===== config.mk =====
export PLATFORM = sky130hd
export DESIGN_NAME = regwrite_queue_flat
export DESIGN_NICKNAME = d
export VERILOG_FILES = /design/src/rtl/regwrite_queue_if.sv /design/src/rtl/regwrite_queue.sv /design/src/flat_wrapper.sv
export SDC_FILE = /design/constraint.sdc
export NUM_CORES = 1
export LEC_CHECK = 0
export CAP_MARGIN = 40
export CORE_MARGIN = 2
export CORE_UTILIZATION = 39
export DETAILED_ROUTE_END_ITERATION = 10
export PLACE_DENSITY_LB_ADDON = 0.12
export SLEW_MARGIN = 5
export SYNTH_ARGS = -nofsm -noshare
export SYNTH_HDL_FRONTEND = slang
export SYNTH_SLANG_ARGS = --single-unit

===== constraint.sdc =====
create_clock -name Clk -period 5.1 [get_ports Clk]
set_input_delay 1.53 -clock Clk [delete_from_list [all_inputs] [get_ports Clk]]
set_output_delay 1.53 -clock Clk [all_outputs]
set_load 0.005 [all_outputs]

===== src/rtl/regwrite_queue_if.sv =====
// Bundle of the producer handshakes, register-file write port and hazard query
// seen by regwrite_queue. The queue uses the slave side.
interface regwrite_queue_if #(
  parameter int DEPTH = 4,
  parameter int AW    = 5,
  parameter int DW    = 32
);
  localparam int CW = $clog2(DEPTH) + 1;

  logic          AluValid;
  logic [AW-1:0] AluAddr;
  logic [DW-1:0] AluData;
  logic          AluReady;
  logic          MemValid;
  logic [AW-1:0] MemAddr;
  logic [DW-1:0] MemData;
  logic          MemReady;
  logic [AW-1:0] WriteRegister;
  logic [DW-1:0] WriteData;
  logic          RegWrite;
  logic [AW-1:0] QueryReg;
  logic          QueryPending;
  logic [CW-1:0] Count;

  modport master (
    output AluValid, AluAddr, AluData, MemValid, MemAddr, MemData, QueryReg,
    input  AluReady, MemReady, WriteRegister, WriteData, RegWrite, QueryPending, Count
  );

  modport slave (
    input  AluValid, AluAddr, AluData, MemValid, MemAddr, MemData, QueryReg,
    output AluReady, MemReady, WriteRegister, WriteData, RegWrite, QueryPending, Count
  );
endinterface


===== src/rtl/regwrite_queue.sv =====
// In-order write queue in front of the register file's single write port:
// merges ALU and load writebacks (load first) and drains one entry per cycle.
module regwrite_queue #(
  parameter int DEPTH = 4,
  parameter int AW    = 5,
  parameter int DW    = 32
) (
  input  logic             Clk,
  input  logic             Reset,
  regwrite_queue_if.slave  bus
);
  localparam int PW = $clog2(DEPTH);
  localparam int CW = PW + 1;
  localparam logic [CW-1:0] FULL = CW'(DEPTH);

  logic [AW-1:0]    addrMem [DEPTH];
  logic [DW-1:0]    dataMem [DEPTH];
  logic [DEPTH-1:0] validVec;
  logic [PW-1:0]    rdPtr;
  logic [PW-1:0]    wrPtr;
  logic [PW-1:0]    aluSlot;
  logic [CW-1:0]    count;
  logic [CW-1:0]    free;
  logic             memTake;
  logic             aluTake;
  logic             pop;
  logic             pending;

  // free comes from the registered count only; a same-cycle pop never frees a slot.
  always_comb begin
    free         = FULL - count;
    bus.MemReady = !Reset && (free >= CW'(1));
    memTake      = bus.MemValid && bus.MemReady && (bus.MemAddr != '0);
    bus.AluReady = !Reset && (free >= (memTake ? CW'(2) : CW'(1)));
    aluTake      = bus.AluValid && bus.AluReady && (bus.AluAddr != '0);
    pop          = !Reset && (count != '0);
    aluSlot      = wrPtr + PW'(memTake);
  end

  assign bus.WriteRegister = addrMem[rdPtr];
  assign bus.WriteData     = dataMem[rdPtr];
  assign bus.RegWrite      = pop;
  assign bus.Count         = count;

  always_ff @(posedge Clk) begin
    if (Reset) begin
      rdPtr    <= '0;
      wrPtr    <= '0;
      count    <= '0;
      validVec <= '0;
      // NOTE: storage is reset on purpose so the head outputs read 0 after reset;
      // this forces flops rather than RAM, which is fine at this depth.
      for (int i = 0; i < DEPTH; i++) begin
        addrMem[i] <= '0;
        dataMem[i] <= '0;
      end
    end else begin
      if (pop) begin
        validVec[rdPtr] <= 1'b0;
        rdPtr           <= rdPtr + PW'(1);
      end
      if (memTake) begin
        addrMem[wrPtr]  <= bus.MemAddr;
        dataMem[wrPtr]  <= bus.MemData;
        validVec[wrPtr] <= 1'b1;
      end
      if (aluTake) begin
        addrMem[aluSlot]  <= bus.AluAddr;
        dataMem[aluSlot]  <= bus.AluData;
        validVec[aluSlot] <= 1'b1;
      end
      wrPtr <= wrPtr + PW'(memTake) + PW'(aluTake);
      count <= count + CW'(memTake) + CW'(aluTake) - CW'(pop);
    end
  end

  always_comb begin
    pending = 1'b0;
    for (int i = 0; i < DEPTH; i++) begin
      if (validVec[i] && (addrMem[i] == bus.QueryReg)) pending = 1'b1;
    end
  end

  assign bus.QueryPending = pending && (bus.QueryReg != '0);
endmodule

===== src/flat_wrapper.sv =====
// flat-port wrapper written by rule: the top's interface ports become plain ports
module regwrite_queue_flat 
#(
  parameter int DEPTH = 4,
  parameter int AW    = 5,
  parameter int DW    = 32
)
  (Clk, Reset, bus_AluValid, bus_AluAddr, bus_AluData, bus_MemValid, bus_MemAddr, bus_MemData, bus_QueryReg, bus_AluReady, bus_MemReady, bus_WriteRegister, bus_WriteData, bus_RegWrite, bus_QueryPending, bus_Count);
  regwrite_queue_if #(.DEPTH(DEPTH), .AW(AW), .DW(DW)) bus_i ();
  input  logic Clk;
  input  logic Reset;
  input wire logic [$bits(bus_i.AluValid)-1:0] bus_AluValid;
  input wire logic [$bits(bus_i.AluAddr)-1:0] bus_AluAddr;
  input wire logic [$bits(bus_i.AluData)-1:0] bus_AluData;
  input wire logic [$bits(bus_i.MemValid)-1:0] bus_MemValid;
  input wire logic [$bits(bus_i.MemAddr)-1:0] bus_MemAddr;
  input wire logic [$bits(bus_i.MemData)-1:0] bus_MemData;
  input wire logic [$bits(bus_i.QueryReg)-1:0] bus_QueryReg;
  output wire logic [$bits(bus_i.AluReady)-1:0] bus_AluReady;
  output wire logic [$bits(bus_i.MemReady)-1:0] bus_MemReady;
  output wire logic [$bits(bus_i.WriteRegister)-1:0] bus_WriteRegister;
  output wire logic [$bits(bus_i.WriteData)-1:0] bus_WriteData;
  output wire logic [$bits(bus_i.RegWrite)-1:0] bus_RegWrite;
  output wire logic [$bits(bus_i.QueryPending)-1:0] bus_QueryPending;
  output wire logic [$bits(bus_i.Count)-1:0] bus_Count;
  assign bus_i.AluValid = bus_AluValid;
  assign bus_i.AluAddr = bus_AluAddr;
  assign bus_i.AluData = bus_AluData;
  assign bus_i.MemValid = bus_MemValid;
  assign bus_i.MemAddr = bus_MemAddr;
  assign bus_i.MemData = bus_MemData;
  assign bus_i.QueryReg = bus_QueryReg;
  assign bus_AluReady = bus_i.AluReady;
  assign bus_MemReady = bus_i.MemReady;
  assign bus_WriteRegister = bus_i.WriteRegister;
  assign bus_WriteData = bus_i.WriteData;
  assign bus_RegWrite = bus_i.RegWrite;
  assign bus_QueryPending = bus_i.QueryPending;
  assign bus_Count = bus_i.Count;
  regwrite_queue #(.DEPTH(DEPTH), .AW(AW), .DW(DW)) u_core (.Clk(Clk), .Reset(Reset), .bus(bus_i));
endmodule

==> flow_summary.yaml <==
run_status:
  status: "completed"
cells_and_area:
  stdcell_count: 1224
  utilization_pct: 49.6
  final_nets: 1029
  syn_to_final_growth_pct: 25.8
  drive_gt1_share_pct: 11.8
  fillers: 1972
  n_antenna_cell: 0
route:
  wl_per_cell_um: 18.9
  drt_iter0_markers: 362
  dr_total_vias: 6297
  antenna_left: 0
  route.detailed.drc: 0
  dr.pass1.iters: 5
  via_per_inst: 5.14
  routed_wirelength_mm: 23.1
logic_synthesis:
  synth_edf_count: 148
  avgSynthCellArea_um2: 10.4
  synth_top_area_share_pct: 52.0
  ys_types: 36
  synthTopCellsByArea: "edfxtp_1 52%, nand2_1 13%, mux4_2 9.8%"
  synth_cells: 822
  ys.flop_type: "edfxtp_1"
  yosysWarnings: 0
  synth-seq-cells: 161
  synth_area_leader_cell: "edfxtp_1"
  synth_area_um2: 8540
  syn-num-nets: 919
  async_flop_share_pct: 0
  ys_seq_area_share_pct: 55.1
global_routing:
  grt_use_total_pct: 20.6
  antenna_found_initial: 0
  grt_busiest_layer: "met2"
  grt_util_met2_pct: 35.1
  met1_usage_pct: 27.1
  grt_max_degree: 76
  overflow: 0
  grt_use_met3_pct: 3.91
  grt_pass1_vias: 6492
  grt_pass1_wl_mm: 36.5
sta:
  drv_slew: 0
  period_share_pct: 97.6
  timing.hold.ws_ns: 0.515
  setup_viol: 0
  max_freq_mhz: 201
  hold_viol_final: 0
  relSlewSlack_pct: 58.4
  rsz0062_at_grt: "no"
  period_needed_ns: 4.98
  clock-skew-final_ns: 0.00520
  worst_pin_slew_ns: 0.625
  final.setup.tns_ns: 0
critical_path:
  required_ns: 3.57
  endpoint_kind: "output pin"
  arrival_ns: 3.45
  crit_path_max_fanout: 3
  regToRegSetupSlack_ns: 1.34
  start_kind: "input pin"
  critPathKind: "in2out"
placed_design:
  gp_congestion: 0.780
  port_buffers: 126
  dpl.hpwl_mm: 13.8
  dp.cells: 1193
clocking:
  cts_sinks: 161
  htree_levels: 4
  clkTransAtPathRegs_ns: 0.07
  clockBufferDepth: 2
  numCtsBuffers: 17
  ctsRootBufferMaster: "clkbuf_16"
  tritoncts: "built"
  worstSkewPairLatency_ns: 0.42
  cts_hold_buf: 0
  cts_setup_buffers: 0
floorplan:
  fp.dieH_um: 152
  ios: 127
  core_um2: 21700
  die_area_um2: 23100
  start_util_pct: 39.4
  die_x_um: 152
  rows: 54
pwr:
  peakVddDrop_v: 0.000195
  p_total_mw: 5.31
  p_leak_nw: 3.60
  p_per_area_nw_per_um2: 494
run:
  drv_cap: 0
min_path:
  min_path_type: "reg2reg"
## power breakdown
part / total (mW) / internal [mW] / switching (mW)
clock: 1.25 / 0.716 / 0.529
combinational: 2.02 / 1.04 / 0.979
sequential: 2.04 / 1.88 / 0.167
## critical path, stage by stage
cell	delay, ns
clkdlybuf4s50_1	0.50
nor3_2	0.06
a211o_1	0.30
ha_1	0.27
nand2b_1	0.15
a21oi_2	0.13
nor2_1	0.05
clkdlybuf4s50_1	0.44
## layout by cell type (no fill, tap or decap), types with 3 or more instances in the layout
cell and instances:
nand2_1 296, edfxtp_1 148, o21ai_0 143, clkdlybuf4s50_1 126, mux4_2 37, buf_4 26
xor2_1 18, clkbuf_16 17, nor2_1 13, inv_1 13, ha_1 12, o21ai_1 11
dfxtp_1 11, xnor2_1 8, nor4_1 4, nand3_1 4, clkinv_4 4, buf_12 4
nand2b_1 3, nor3_2 3, nor3_4 3, nor2b_1 3, or3_2 3, a21oi_1 3
clkinv_1 3, clkinvlp_4 3
## registers in the layout, indices dropped and copies added (netlist names), named ones only
register,flops
u_core.wrPtr,2
u_core.rdPtr,2
u_core.validVec,4
u_core.addrMem,20
u_core.bus.Count,3
u_core.dataMem,128
## layout make-up
type | count | area [µm²] | area share [%]
clock buffers | 17 | 425 | 3.96
multi-input cells | 583 | 3540 | 32.9
flip-flops and latches | 161 | 4710 | 43.8
well taps | 280 | 350 | 3.26
inverters | 13 | 48.8 | 0.454
repair buffers | 156 | 1540 | 14.3
clock inverters | 14 | 143 | 1.33
## final timing paths
path                            depth (start not counted)                         endpoint                      startpoint
worst min-delay path                                    2    u_core.validVec[0]$_SDFF_PP0_   u_core.validVec[0]$_SDFF_PP0_
worst max register to register                         14  u_core.dataMem[3][24]$_DFFE_PP_  u_core.bus.Count[1]$_SDFF_PP0_
worst min register to register                          2    u_core.validVec[0]$_SDFF_PP0_   u_core.validVec[0]$_SDFF_PP0_
worst max-delay path                                    8                     bus_AluReady                  bus_MemAddr[0]
## repair_timing
action	4_1_cts	5_1_grt
hold endpoints to repair	0	0
resized for setup	0	2
endpoints found under the setup margin	0	1
## cell usage after synthesis (all sizes together), types with 2 or more instances
library cell,number
ha,12
nor3,7
nor4,4
nand2b,4
mux4,37
edfxtp,148
nor2b,3
inv,13
xor2,18
dfxtp,13
nor2,13
a21oi,4
nand3,4
o2111ai,2
nor3b,2
or4,2
nand2,296
buf,36
xnor2,8
fa,2
o21ai,154
or3,3
clkbuf,29
o211ai,2
## stage by stage
stage                     cell area [µm²]  setup WS (ns)
after floorplan                      8540          0.406
after global placement              10200         0.0618
after detailed placement            10200         0.0322
after global routing                10800         0.0155
final                               10800          0.123
after CTS                           10700         0.0375
## cell families after synthesis
| family | count (synthesis) | synth area share [%] |
|---|---|---|
| AO/OA/AOI/OAI | 165 | 9.90 |
| XOR/XNOR | 26 | 2.67 |
| adder cells (fa/ha/maj) | 14 | 2.23 |
| buffers and inverters | 78 | 4.17 |
| flip-flops | 161 | 55.1 |
| multiplexers | 38 | 9.87 |
| AND/OR/NAND/NOR | 340 | 16.1 |
## metal layers
layer	wire (µm)	share of wire, %
met4	252	1.1
met2	11400	50
met5	0	0
met1	10200	44
met3	1230	5.3
No activity file was read; power rests on OpenSTA's default activity.
